[src/rtl/io_reg_bank.sv]
`default_nettype none
// ============================================================================
// Module      : io_reg_bank
// Description : CPU-visible register bank for ANTIC/GTIA-style chips, mapped
//               at BASE_ADDR. Each register can be CPU read/write, chip
//               updated, write-strobe or clear-on-read. CPU/chip write
//               collisions park the chip data in a 1-deep pending buffer so
//               chip updates are applied one edge later rather than lost.
//               Displaced pending data is counted in hw_drop_cnt.
// Ports       : clk, rst_b (sync, active low)
//               cpu_addr/cpu_wr_en/cpu_rd_en/cpu_wdata  CPU request
//               cpu_rdata/cpu_rd_valid                  registered read data
//               cpu_hit                                 combinational decode
//               hw_wr_en/hw_wdata                       chip-side writes
//               reg_out                                 flat register image
//               strobe_out                              1-cycle write strobes
//               hw_drop_cnt                             saturating drop count
// Revision    : 1.0  initial release
// ============================================================================
module io_reg_bank #(
  parameter logic [15:0]                BASE_ADDR   = 16'hD400,
  parameter int                         NUM_REGS    = 16,
  parameter int                         DATA_W      = 8,
  parameter logic [NUM_REGS*DATA_W-1:0] RESET_VAL   = '0,
  parameter logic [NUM_REGS-1:0]        HW_MASK     = '0,
  parameter logic [NUM_REGS-1:0]        RO_MASK     = '0,
  parameter logic [NUM_REGS-1:0]        STROBE_MASK = '0,
  parameter logic [NUM_REGS-1:0]        COR_MASK    = '0
) (
  input  logic                         clk,
  input  logic                         rst_b,
  input  logic [15:0]                  cpu_addr,
  input  logic                         cpu_wr_en,
  input  logic                         cpu_rd_en,
  input  logic [DATA_W-1:0]            cpu_wdata,
  output logic [DATA_W-1:0]            cpu_rdata,
  output logic                         cpu_rd_valid,
  output logic                         cpu_hit,
  input  logic [NUM_REGS-1:0]          hw_wr_en,
  input  logic [NUM_REGS*DATA_W-1:0]   hw_wdata,
  output logic [NUM_REGS*DATA_W-1:0]   reg_out,
  output logic [NUM_REGS-1:0]          strobe_out,
  output logic [7:0]                   hw_drop_cnt
);

  // 17-bit subtraction: a borrow into bit 16 means the address is below base,
  // and the range check never wraps around the top of the address space.
  logic [16:0]         addr_diff;
  logic [4:0]          idx;
  logic                wr_hit;
  logic                rd_hit;
  logic [DATA_W-1:0]   rd_mux;
  logic [NUM_REGS-1:0] strobe_next;
  logic [NUM_REGS-1:0] drop;
  logic [5:0]          drop_sum;
  logic [8:0]          cnt_sum;

  assign addr_diff = {1'b0, cpu_addr} - {1'b0, BASE_ADDR};
  assign cpu_hit   = ~addr_diff[16] && (addr_diff[15:0] < 16'(NUM_REGS));
  assign idx       = addr_diff[4:0];

  // A simultaneous write suppresses the read entirely.
  assign wr_hit = cpu_wr_en & cpu_hit;
  assign rd_hit = cpu_rd_en & ~cpu_wr_en & cpu_hit;

  // --------------------------------------------------------------------------
  // Per-register storage and arbitration
  // --------------------------------------------------------------------------
  for (genvar gi = 0; gi < NUM_REGS; gi++) begin : g_reg
    logic [DATA_W-1:0] q;
    logic [DATA_W-1:0] pend_data;
    logic              pend_valid;
    logic              sel;
    logic              cpu_we;
    logic              hw_we;
    logic              cor_clr;
    logic [DATA_W-1:0] hw_slice;

    assign sel      = (idx == 5'(gi));
    assign cpu_we   = wr_hit & sel & ~RO_MASK[gi];
    assign hw_we    = hw_wr_en[gi] & HW_MASK[gi];
    assign cor_clr  = rd_hit & sel & COR_MASK[gi];
    assign hw_slice = hw_wdata[gi*DATA_W +: DATA_W];

    // Pending data is displaced by any new write to this register: a fresh
    // chip write supersedes it, and a fresh CPU write discards it.
    assign drop[gi] = pend_valid & (cpu_we | hw_we);

    always_ff @(posedge clk) begin
      if (!rst_b) begin
        q          <= RESET_VAL[gi*DATA_W +: DATA_W];
        pend_data  <= '0;
        pend_valid <= 1'b0;
      end else if (cpu_we) begin
        // CPU wins this edge; a colliding chip write is parked.
        q          <= cpu_wdata;
        pend_valid <= hw_we;
        if (hw_we) begin
          pend_data <= hw_slice;
        end
      end else if (hw_we) begin
        q          <= hw_slice;
        pend_valid <= 1'b0;
      end else if (pend_valid) begin
        // Parked chip data overrides the CPU value and beats clear-on-read.
        q          <= pend_data;
        pend_valid <= 1'b0;
      end else if (cor_clr) begin
        q <= '0;
      end
    end

    assign reg_out[gi*DATA_W +: DATA_W] = q;
  end

  // --------------------------------------------------------------------------
  // Read path, strobes and drop counter
  // --------------------------------------------------------------------------
  always_comb begin
    rd_mux      = '0;
    strobe_next = '0;
    drop_sum    = '0;
    for (int i = 0; i < NUM_REGS; i++) begin
      if (idx == 5'(i)) begin
        rd_mux = reg_out[i*DATA_W +: DATA_W];
      end
      // Strobe follows the access, not the storage, so read-only regs pulse too.
      strobe_next[i] = wr_hit & (idx == 5'(i)) & STROBE_MASK[i];
      drop_sum       = drop_sum + 6'(drop[i]);
    end
    cnt_sum = {1'b0, hw_drop_cnt} + 9'(drop_sum);
  end

  always_ff @(posedge clk) begin
    if (!rst_b) begin
      cpu_rdata    <= '0;
      cpu_rd_valid <= 1'b0;
      strobe_out   <= '0;
      hw_drop_cnt  <= '0;
    end else begin
      cpu_rd_valid <= rd_hit;
      if (rd_hit) begin
        cpu_rdata <= rd_mux;
      end
      strobe_out  <= strobe_next;
      hw_drop_cnt <= cnt_sum[8] ? 8'hFF : cnt_sum[7:0];
    end
  end

endmodule
`default_nettype wire

[config.mk]
export PLATFORM = sky130hd
export DESIGN_NAME = io_reg_bank
export DESIGN_NICKNAME = d
export VERILOG_FILES = /design/src/rtl/io_reg_bank.sv
export SDC_FILE = /design/constraint.sdc
export NUM_CORES = 1
export LEC_CHECK = 0
export ABC_AREA = 1
export ABC_CLOCK_PERIOD_IN_PS = 1900
export BUFFER_PORTS_ARGS = -buffer_cell sky130_fd_sc_hd__buf_2
export CAP_MARGIN = 20
export CORE_ASPECT_RATIO = 0.5
export CORE_MARGIN = 1
export CORE_UTILIZATION = 47
export CTS_BUF_LIST = sky130_fd_sc_hd__clkbuf_4 sky130_fd_sc_hd__clkbuf_8
export DETAILED_ROUTE_END_ITERATION = 6
export HOLD_SLACK_MARGIN = 0.06
export PLACE_DENSITY = 0.94
export SYNTH_ARGS = -nofsm -noshare
export SYNTH_HDL_FRONTEND = slang
export SYNTH_SLANG_ARGS = --single-unit
[constraint.sdc]
create_clock -name clk -period 1.9 [get_ports clk]
set_input_delay 0.19 -clock clk [delete_from_list [all_inputs] [get_ports clk]]
set_output_delay 0.19 -clock clk [all_outputs]
set_load 0.01 [all_outputs]
==> reports/results.ini <==
[cts]
cts-root-buf = clkbuf_8
cts_setup_buffers = 0
clock_latency_ns = 0.46
htreeDepth = 4
ctsResizeCount = 0
holdBufCountCts = 0
cts_tree = built
clock_sinks = 137
clock_path_buffers = 2
cts.clk_slew.worst_paths_ns = 0.09
tritoncts.num_buffers = 17

[place]
dp_cells = 1161
place.gp.congestion = 0.9538
placed_cell_area_um2 = 7293
port_buffers = 165
hpwl_um = 15430

[status]
status = complete, but fails checks
violations = DRC

[min_path]
hold_path_startpoint = cpu_wdata[4]
holdCritPathClass = input port to flop
holdPathEnd = g_reg[12].q[4]
whs_path_depth = 3

[final_layout]
final.fill_count = 1089
nNetsFinal = 1182
final_cell_mix = buf_2 (165), dfxtp_1 (137), a21oi_1 (113), nand2_1 (107), inv_1 (92)
final_common_cell = buf_2
drive_gt1_frac = 0.2678
diodes = 0
post-route-util = 0.5980
area_growth_pct = 21.94
final_cell_area_um2 = 7725
fin_cells = 1193

[detailed_routing]
dr.pass1.iters = 7
antenna_left = 0
drc = 15
detail_route.wl_per_cell_um = 18.04
drt_iter0_drc = 874
vias = 6700
vias_per_cell = 5.616
wirelength_um = 21520

[grt]
track_usage = 0.3068
gr-total-overflow = 0
antenna_found_initial = 0
grt_pass1_wl_um = 32660
grt_max_degree = 51
grt_pass1_vias = 5976

[timing]
min_period_ns = 1.871
final_hold_viol_count = 0
finClkSkew_ns = 0.01189
setup_violations = 0
maxSlewViolCount = 0
period_share = 0.9845
rsz0062_at_grt = false
slew_headroom = 0.5871
tns_ns = 0
clock.fmax_mhz = 534.6
tightest_slew_ns = 0.6186

[yosys]
synth_top_area_share = 0.4329
syn_area_um2 = 6335
synth-main-ff-cell = dfxtp_1
ys_seq_elements = 137
syn-instance-count = 836
yosys_warnings = 0
synth_enable_flop_cells = 0
syn_avg_cell_area_um2 = 7.578
ys_seq_area_frac = 0.4329
ys_top_cells_by_area = dfxtp_1 (43%), a21oi_1 (8.9%), nand2_1 (6.3%)
async_reset_ff_frac = 0
synth.largest_area_cell = dfxtp_1
synth_cell_types = 31

[die]
dieHeight_um = 84.09
ios = 334
rows = 29
die-area_um2 = 13970
start_util = 0.4904
coreArea_um2 = 12920
die_w_um = 166.2

[setup_path]
crit_chain = nand3_1 -> nand3_1 -> nor2_1 -> nand4_1 -> nand2_1 -> nand4_1 -> nor2_1 -> nand4_1 -> nand2_1 -> a21oi_1
start_kind = flop
cp_slowest_cell = dfxtp_1
path_common_cell = nand4_1
crit_path_end_kind = flop
r2r_end = cpu_rdata[4]
ff2ff_path_depth = 10
crit_fanout = 3
path_buf_inv = 0
max_stage_delay_ns = 0.34
worstPathRequired_ns = 2.22
crit_family = simple AND/OR/NAND/NOR gates
worstPathArrival_ns = 2.19
r2r-start = g_reg[1].q[4]
crit_type = flop to flop
r2r_setup_slack_ns = 0.03

[power_and_ir_drop]
ir_worst_vdd_mv = 0.4763
p_per_area_nw_per_um2 = 751.6
power_leakage_nw = 3.670
power.total_mw = 5.806

[job]
cap_violations = 0

[how the worst max path moves through the flow]
stage	end	slack (ns)	cells past startpoint	from
floorplan	g_reg[2].q[5]	0.41	9	cpu_addr[8]
global placement	cpu_rdata[3]	-0.12	14	cpu_addr[4]
detailed placement	cpu_rdata[3]	-0.15	14	cpu_addr[4]
CTS	cpu_rdata[4]	0.14	10	g_reg[1].q[4]
global route	cpu_rdata[3]	0.02	10	g_reg[1].q[3]
finish	cpu_rdata[4]	0.03	10	g_reg[1].q[4]
[power by group]
part	switching [mW]	internal [mW]	total [mW]	leakage, nW
sequential	0.0000240	2.87	2.87	1.10
combinational	0.224	0.0717	0.296	2.36
clock	1.28	1.37	2.64	0.212
[metal layers]
metal  global-route usage  vias up  wire, um
met2               0.4741      509      9405
met1               0.4139     3041      8919
li1                     -     3077         -
met5                    0        -         0
met3              0.07871       73      2503
met4               0.1088        0       689
[cell usage after synthesis, types with 20 or more instances]
master,instances
nor2_1,88
o21ai_1,21
a211oi_1,40
nand4_1,28
nand3_1,20
inv_1,92
o21ai_0,69
buf_4,24
clkbuf_1,27
dfxtp_1,137
a21oi_1,113
nand2_1,107
[logic make-up (layout without fill, tap and decap cells)]
| family | after synthesis | in the layout | share of synthesized area |
|---|---|---|---|
| AOI/OAI and AO/OA | 246 | 246 | 0.2113 |
| buffers and inverters | 170 | 334 | 0.1298 |
| DFF | 137 | 137 | 0.4329 |
| other | 1 | 24 | 0.0005920 |
| and+or+nand+nor | 282 | 282 | 0.2254 |
[final cells by class]
type,count,area (um2),share of cell area
Sequential cell,137,2743,0.3550
Clock buffer,18,247.7,0.03207
Inverter,103,387.9,0.05021
Timing Repair Buffer,199,1094,0.1416
Tap cell,170,212.7,0.02753
Clock inverter,14,183.9,0.02381
Multi-Input combinational cell,552,2856,0.3698
[through the flow]
step / hold WS [ns] / setup slack [ns]
finish: 0.08664 / 0.02942
floorplan: 0.3363 / 0.4141
global route: 0.07906 / 0.01649
CTS: 0.07512 / 0.1436
detailed placement: 0.4596 / -0.1481
global placement: 0.4508 / -0.1156
[registers in the layout, summed over array words and instances (netlist names)]
name,cells
cpu_rd_valid,1
cpu_rdata,8
g.q,128
[worst min-delay path, stage by stage]
cell      delay (ns)
buf_2           0.15
nor2_1          0.11
a211oi_1        0.05
Note: power is estimated with default switching activity, not from simulation.
